<file path="src/rtl/node_fifo_bank_pkg.sv">
// rtl/node_fifo_bank_pkg.sv - shared sizing helpers and defaults for the ROM fetch / node FIFO path
package node_fifo_bank_pkg;

   localparam int DEF_NUM_NODES  = 4;
   localparam int DEF_DATA_WIDTH = 16;

   function automatic int clog2(input int value);
      int r;
      int v;
      r = 0;
      v = value - 1;
      while (v > 0) begin
         r++;
         v = v >> 1;
      end
      return r;
   endfunction

   // Node i owns bits [slice_lo(i, w) +: w] of any packed per-node data bus.
   function automatic int slice_lo(input int node, input int width);
      return node * width;
   endfunction

endpackage

</file>
<file path="src/rtl/node_fifo.sv">
// rtl/node_fifo.sv - single show-ahead FIFO feeding one neuron node
module node_fifo
   import node_fifo_bank_pkg::*;
#(
   parameter int DATA_WIDTH = DEF_DATA_WIDTH,
   parameter int DEPTH      = 4
) (
   input  logic                        clk,
   input  logic                        rst,
   input  logic                        wr,
   input  logic [DATA_WIDTH-1:0]       wr_data,
   input  logic                        pop,
   output logic [DATA_WIDTH-1:0]       head,
   output logic [clog2(DEPTH):0]       cnt,
   output logic                        drop
);

   localparam int AW = clog2(DEPTH);
   localparam int CW = AW + 1;

   logic [DATA_WIDTH-1:0] mem [DEPTH];
   logic [AW-1:0]         wr_ptr;
   logic [AW-1:0]         rd_ptr;
   logic [CW-1:0]         cnt_q;
   logic                  is_full;
   logic                  is_empty;
   logic                  wr_ok;
   logic                  pop_ok;

   assign is_full  = (cnt_q == CW'(DEPTH));
   assign is_empty = (cnt_q == '0);
   assign wr_ok    = wr && !is_full;
   assign pop_ok   = pop && !is_empty;
   assign drop     = wr && is_full;
   assign cnt      = cnt_q;

   always_ff @(posedge clk or posedge rst) begin
      if (rst) begin
         wr_ptr <= '0;
         rd_ptr <= '0;
         cnt_q  <= '0;
      end else begin
         if (wr_ok)
            wr_ptr <= wr_ptr + AW'(1);
         if (pop_ok)
            rd_ptr <= rd_ptr + AW'(1);
         case ({wr_ok, pop_ok})
            2'b10:   cnt_q <= cnt_q + CW'(1);
            2'b01:   cnt_q <= cnt_q - CW'(1);
            default: cnt_q <= cnt_q;
         endcase
      end
   end

   // Storage carries no reset; the head is masked while empty instead.
   always_ff @(posedge clk) begin
      if (wr_ok)
         mem[wr_ptr] <= wr_data;
   end

   assign head = is_empty ? '0 : mem[rd_ptr];

endmodule

</file>
<file path="src/rtl/node_fifo_bank.sv">
// rtl/node_fifo_bank.sv - per-node FIFO bank between the ROM fetch arbiter and the neuron nodes
module node_fifo_bank
   import node_fifo_bank_pkg::*;
#(
   parameter int NUM_NODES  = DEF_NUM_NODES,
   parameter int DATA_WIDTH = DEF_DATA_WIDTH,
   parameter int DEPTH      = 4,
   parameter int WR_DLY     = 1
) (
   input  logic                            clk,
   input  logic                            rst,
   input  logic [NUM_NODES-1:0]            wr_en,
   input  logic [DATA_WIDTH-1:0]           wr_data,
   input  logic                            all_done,
   output logic                            full,
   output logic [NUM_NODES-1:0]            rd_valid,
   output logic [NUM_NODES*DATA_WIDTH-1:0] rd_data,
   input  logic [NUM_NODES-1:0]            rd_ready,
   output logic                            drained,
   output logic                            overflow
);

   localparam int CW = clog2(DEPTH) + 1;

   logic [NUM_NODES-1:0] pend;
   logic [NUM_NODES-1:0] pend_term;
   logic [NUM_NODES-1:0] pop;
   logic [NUM_NODES-1:0] drop;
   logic [NUM_NODES-1:0] near_full;
   logic [CW-1:0]        cnt [NUM_NODES];
   logic                 all_done_seen;
   logic                 drained_q;
   logic                 overflow_q;
   logic                 drain_cond;

   // Align the arbiter's select with the ROM's registered read data.
   generate
      if (WR_DLY == 1) begin : g_dly
         logic [NUM_NODES-1:0] pend_q;
         always_ff @(posedge clk or posedge rst) begin
            if (rst)
               pend_q <= '0;
            else
               pend_q <= wr_en;
         end
         assign pend      = pend_q;
         assign pend_term = pend_q;
      end else begin : g_nodly
         assign pend      = wr_en;
         assign pend_term = '0;
      end
   endgenerate

   assign pop = rd_ready & rd_valid;

   generate
      for (genvar i = 0; i < NUM_NODES; i++) begin : g_node
         logic [DATA_WIDTH-1:0] head;
         logic [CW:0]           occ;

         node_fifo #(
            .DATA_WIDTH (DATA_WIDTH),
            .DEPTH      (DEPTH)
         ) u_fifo (
            .clk     (clk),
            .rst     (rst),
            .wr      (pend[i]),
            .wr_data (wr_data),
            .pop     (pop[i]),
            .head    (head),
            .cnt     (cnt[i]),
            .drop    (drop[i])
         );

         // Occupancy including the write in flight and the one being issued now.
         assign occ          = {1'b0, cnt[i]} + (CW + 1)'(pend_term[i]) + (CW + 1)'(wr_en[i]);
         assign near_full[i] = (occ >= (CW + 1)'(DEPTH));
         assign rd_valid[i]  = (cnt[i] != '0);
         assign rd_data[slice_lo(i, DATA_WIDTH) +: DATA_WIDTH] = head;
      end
   endgenerate

   assign full       = |near_full;
   assign drain_cond = all_done_seen && (pend == '0) && (wr_en == '0) && (rd_valid == '0);

   always_ff @(posedge clk or posedge rst) begin
      if (rst) begin
         all_done_seen <= 1'b0;
         drained_q     <= 1'b0;
         overflow_q    <= 1'b0;
      end else begin
         if (all_done)
            all_done_seen <= 1'b1;
         if (drain_cond)
            drained_q <= 1'b1;
         if (|drop)
            overflow_q <= 1'b1;
      end
   end

   assign drained  = drained_q;
   assign overflow = overflow_q;

endmodule

</file>
<file path="config.mk">
export PLATFORM = sky130hd
export DESIGN_NAME = node_fifo_bank
export DESIGN_NICKNAME = d
export VERILOG_FILES = /design/src/rtl/node_fifo_bank_pkg.sv /design/src/rtl/node_fifo.sv /design/src/rtl/node_fifo_bank.sv
export SDC_FILE = /design/constraint.sdc
export NUM_CORES = 1
export LEC_CHECK = 0
export CORE_MARGIN = 2
export CORE_UTILIZATION = 45
export CTS_BUF_LIST = sky130_fd_sc_hd__clkbuf_8
export DETAILED_ROUTE_END_ITERATION = 10
export PLACE_DENSITY = 0.74
export SYNTH_ARGS = -nofsm -noshare
export SYNTH_HDL_FRONTEND = slang
export SYNTH_SLANG_ARGS = --single-unit
</file>
<file path="constraint.sdc">
create_clock -name clk -period 2.8 [get_ports clk]
set_input_delay 0.42 -clock clk [delete_from_list [all_inputs] [get_ports clk]]
set_output_delay 0.42 -clock clk [all_outputs]
set_load 0.01 [all_outputs]
</file>
**After elaboration in Yosys (flattened, before gate mapping)**

Memories as Yosys holds them, arrays and structs flattened.
Cells that the tools add are included.

- Add/subtract/negate cells: 24
- Order comparisons: 4
- Equality and inequality tests: 12
- Muxes and demuxes: 16
- Bitwise gates (word level): 1
- Reductions and logical operators: 40

Operators with widths:

| cell | number |
|---|---|
| $mux 16 | 4 |
| $pmux 3 s2 | 4 |
| $add 2x1->2 const B | 8 |
| $add 3x1->4 | 4 |
| $add 4x1->4 | 4 |
| $ge 4x3->1 const B | 4 |
| $logic_and 1x1->1 | 15 |
| $add 3x1->3 const B | 4 |
| $eq 3x3->1 const B | 4 |
| $logic_not 3->1 | 4 |
| $logic_not 4->1 | 3 |
| $reduce_bool 3->1 | 4 |
| $sub 3x1->3 const B | 4 |
| $eq 2x1->1 const B | 4 |
| $eq 2x2->1 const B | 4 |
| $logic_not 1->1 | 8 |
| $mux 1 | 8 |
| $reduce_bool 2->1 | 4 |
| $reduce_or 4->1 | 2 |
| $and 4x4->4 | 1 |

- Register bits after elaboration: 35
- Bits in writable memories: 256
- Bits of input ports: 27
- Output and inout bits: 71
- Word-level logic and storage cells: 117
- Memories: 4

Memory list:

| name | depth | width | rd ports | clocked after Yosys merged registers in | write ports | line | source |
|---|---|---|---|---|---|---|---|
| g_node[0].u_fifo.mem | 4 | 16 | 1 | 0 | 1 | node_fifo.sv:21 | `logic [DATA_WIDTH-1:0] mem [DEPTH];` |
| g_node[1].u_fifo.mem | 4 | 16 | 1 | 0 | 1 | node_fifo.sv:21 |  |
| g_node[2].u_fifo.mem | 4 | 16 | 1 | 0 | 1 | node_fifo.sv:21 |  |
| g_node[3].u_fifo.mem | 4 | 16 | 1 | 0 | 1 | node_fifo.sv:21 |  |

**Depth between registers and ports, before layout**

- Depth after elaboration: 5
- Mapped depth: 9
- Depth with buffers taken out: 9

**Modules after synthesis**

From an unflattened synthesis, not the netlist that was laid out.

- Cell total of the unflattened synthesis: 601
- Area total of the unflattened synthesis: 11985.2 µm²

By module, submodules not included:

| module | instances | cells each | area an instance (µm²) | seq. area each (µm²) |
|---|---|---|---|---|
| node_fifo | 4 | 141 | 2892.8 | 2097.0 |
| node_fifo_bank | 1 | 37 | 414.1 | 175.2 |

**Worst setup path after synthesis**

OpenSTA, ideal clock, no wires.

- Kind: flip-flop to flip-flop
- Start point: register g_node[1].u_fifo.cnt_q[0]
- End point: register g_node[1].u_fifo.cnt_q[2]
- Data arrival time: 1.873 ns
- Data required time: 2.675 ns
- Slack: 0.802 ns
- Cell stages (with the launch flop): 10
- Clock period less this slack: 1.998 ns
- Cell sequence: dfrtp_1 -> or3_1 -> buf_2 -> and2_1 -> ha_1 -> inv_1 -> fa_1 -> xor2_1 -> nor2_1 -> xor2_1

- Longest elaborated chain between the ends: 5
- Elaborated cells on any way between the ends: 14

RTL lines:

| element | line | source |
|---|---|---|
| start, declared | node_fifo.sv:24 | `logic [CW-1:0] cnt_q;` |
| start signal, assigned | node_fifo.sv:48 | `2'b10: cnt_q <= cnt_q + CW'(1);` |
| start signal, assigned | node_fifo.sv:49 | `2'b01: cnt_q <= cnt_q - CW'(1);` |
| start signal, assigned | node_fifo.sv:50 | `default: cnt_q <= cnt_q;` |
| $reduce_bool 3->1 or $logic_not 3->1 (tied branches) | node_fifo_bank.sv:78, node_fifo.sv:31 |  |
| $and 4x4->4 or $logic_not 1->1 (tied branches) | node_fifo_bank.sv:54, node_fifo.sv:33 |  |
| $logic_and 1x1->1 (*) | node_fifo.sv:33 | `assign pop_ok = pop && !is_empty;` |
| net g_node[1].u_fifo.pop_ok | node_fifo.sv:28 | `logic pop_ok;` |
| $eq 2x1->1 or $eq 2x2->1 (tied branches) | node_fifo.sv:47 | `case ({wr_ok, pop_ok})` |
| $pmux 3 s2 or $reduce_bool 2->1 (tied branches) | -- |  |

Mark *: on every way through the listed nets, which the timed path passes. The rest lies on a longest branch.
A chain may end at the register's enable or synchronous reset.

**Worst setup path in the final report**

- Start point: register g_node[1].u_fifo.rd_ptr[0]
- End point: output rd_data[23]

- Longest elaborated chain between the ends: 2

RTL lines:

| element | line | source |
|---|---|---|
| start, declared | node_fifo.sv:23 | `logic [AW-1:0] rd_ptr;` |
| start signal, assigned | node_fifo.sv:46 | `rd_ptr <= rd_ptr + AW'(1);` |
| $mem_v2 4x16 | -- |  |
| $mux 16 | node_fifo.sv:61 | `assign head = is_empty ? '0 : mem[rd_ptr];` |
| end, declared | node_fifo_bank.sv:17 | `output logic [NUM_NODES*DATA_WIDTH-1:0] rd_data,` |

No other way between the ends.

==> impl_metrics.json <==
{
  "dpl_cell_area_um2": 13200,
  "die_area_um2": 27300,
  "r2r_slack_ns": 0.61,
  "layout_common_cells": "edfxtp_1, and2_1, clkdlybuf4s50_1",
  "grt_pass1_wl_um": 35300,
  "cts_buffer_depth": 3,
  "initial_core_util_pct": 45.4,
  "period_share_pct": 97.7,
  "core.rowCount": 59,
  "drive_gt1_share_pct": 23.4,
  "hold-worst-slack_ns": 0.282,
  "cts_max_level": 2,
  "power_density_nw_per_um2": 1100,
  "peakVddDrop_mv": 0.606,
  "grt_max_degree": 36,
  "hold_viol_final": 0,
  "rr_endpoint": "g_node[0].u_fifo.cnt[2]",
  "die_w_um": 165,
  "required_ns": 2.38,
  "setup_violations": 0,
  "drt_iter0_markers": 429,
  "arrival_ns": 2.32,
  "path_cells": "buf_4, mux4_2, and2_1, clkdlybuf4s50_1",
  "crit_path_end_kind": "primary output",
  "clock_sinks": 291,
  "ys_ff_latch": 291,
  "antenna_cells": 0,
  "p_leak_nw": 5.20,
  "clk_latency_ns": 0.56,
  "cp.depth": 4,
  "vias_per_cell": 5.22,
  "power.total_w": 0.0157,
  "critPathBufInv": 2,
  "cts_made_buffers": 47,
  "nNetsFinal": 813,
  "worstSetupEndpoint": "rd_data[23]",
  "stdcell_area_um2": 14300,
  "hpwl_um": 14600,
  "synth_nets": 642,
  "vias": 5886,
  "gp_congestion": 0.760,
  "grt_pass1_vias": 6284,
  "numPortBuffers": 97,
  "yosysSeqAreaShare_pct": 73.1,
  "fmax_ghz": 0.366,
  "coreArea_um2": 25800,
  "cp-startpoint": "g_node[1].u_fifo.rd_ptr[0]",
  "ant_nets": 0,
  "synth.distinct_cells": 29,
  "layout_commonest_cell": "edfxtp_1",
  "max_stage_delay_ns": 0.53,
  "cp_slowest_cell": "mux4_2",
  "area_growth_pct": 22.1,
  "ioPinCount": 98,
  "worst_pin_slew_ns": 0.806,
  "yosysWarnings": 0,
  "track_usage_pct": 17.7,
  "cts_tree": "done",
  "skew_ns": 0.0203,
  "path_delay_family": "buffers and inverters",
  "wl_um": 23700,
  "firstDrtPassIters": 7,
  "worstHoldPathType": "input pin to asynchronous set/reset pin",
  "crit_fanout": 7,
  "postSynthCellCount": 587,
  "grt-ovfl-total": 0,
  "maxCapViolCount": 0,
  "rsz0062_at_grt": "true",
  "path_class": "flip-flop to primary output",
  "antenna_found_initial": 0,
  "final_max_slew_viol_count": 0,
  "cp-start-kind": "flip-flop",
  "syn_area_um2": 11700,
  "r2r_start": "g_node[0].u_fifo.cnt[0]",
  "avgSynthCellArea_um2": 20.0,
  "cts-root-buf": "clkbuf_8",
  "dieHeight_um": 165,
  "wl_per_cell_um": 21.0,
  "slew_headroom_pct": 46.1,
  "reg2reg_depth": 8,
  "cts.clk_slew.worst_paths_ns": 0.06,
  "tns_ns": 0,
  "status": "finished, final reports clean",
  "drc_errors": 0,
  "min_period_ns": 2.74
}
## worst min path at each step
stage,to,slack (ns),depth (start not counted)
5_1_grt,g_node[2].u_fifo.wr_ptr[1],0.32,3
3_3_place_gp,drained,0.46,1
3_5_place_dp,all_done_seen,0.47,1
2_1_floorplan,all_done_seen,0.44,1
6_report,g_node[1].u_fifo.rd_ptr[0],0.28,3
4_1_cts,g_node[1].u_fifo.rd_ptr[0],0.27,3
## worst reg2reg max path: cells and delay by family, from the launching register on
family	cells	cell delay, ns
adder cells (fa/ha/maj)	2	0.43
buffers and inverters	1	0.08
AND/OR/NAND/NOR	3	0.84
flip-flops	1	0.43
XOR/XNOR	2	0.29
## cell type report
type                            count  area (um^2)
Timing Repair Buffer              146         1460
Multi-Input combinational cell    246         2900
Inverter                           26         97.6
Sequential cell                   291         8570
Clock buffer                       51          702
Fill cell                        1989        11500
Tap cell                          335          419
Clock inverter                     32          154
## per-stage QoR
stage / worst slack (ns) / instances / utilization (%)
5_1_grt: -0.0340 / 1127 / 55.4
2_1_floorplan: 0.802 / 587 / -
6_report: 0.0649 / 1127 / 55.4
4_1_cts: 0.000119 / 1112 / 54.6
3_5_place_dp: 0.0633 / 1029 / 51.1
3_3_place_gp: 0.156 / 1029 / 51.1
## cell usage after synthesis, drive strengths merged
library cell	number	area [um^2]
dfrtp	35	876
inv	26	97.6
nor3	1	5.00
mux2i	4	40.0
clkbuf	3	11.3
a41o	1	10.0
o22ai	2	12.5
xor2	12	105
edfxtp	256	7690
or3	5	36.3
xnor2	12	105
a21boi	3	22.5
nor2	8	30.0
or4	1	7.51
ha	24	300
a21oi	4	20.0
mux4	64	1440
nor4	1	6.26
or2	1	6.26
nand3	6	30.0
fa	4	80.1
and4bb	1	12.5
mux2	4	45.0
a31oi	3	18.8
buf	21	161
and2	84	526
nor4b	1	23.8
## where the power goes
part / switching (W) / internal [W]
logic: 0.00277 / 0.00344
clock network: 0.00155 / 0.00176
registers: 0.000437 / 0.00579
## layer usage
metal  part of all wire (%)  wire [um]  global-route usage (%)  vias to the layer above
li1                       -          -                       -                     2609
met1                     42       9840                    22.7                     3062
met2                     51      12100                    30.7                      172
met3                    5.0       1180                    3.02                       43
met4                    2.3        556                    6.15                        0
met5                      0          0                       0                        -
## what timing repair did
item                                    CTS  global route
endpoints found under the setup margin   41            39
gates resized for setup                  13            18
gates cloned                              0             3
hold buffers                              0             0
setup buffers                             0            12
## cell families after synthesis
family,synth area share (%)
AO/OA/AOI/OAI,0.715
multiplexers,13.0
adder cells (fa/ha/maj),3.25
AND/OR/NAND/NOR,5.83
flip-flops,73.1
XOR/XNOR,1.79
buffers and inverters,2.31
## flip-flops by register name, indices dropped and copies added (netlist names)
| register | count |
|---|---|
| overflow | 1 |
| drained | 1 |
| g_node.u_fifo.cnt | 12 |
| all_done_seen | 1 |
| g_node.u_fifo.mem | 256 |
| g_node.u_fifo.wr_ptr | 8 |
| g_dly.pend_q | 4 |
| g_node.u_fifo.rd_ptr | 8 |
No activity file was read; power rests on OpenSTA's default activity.
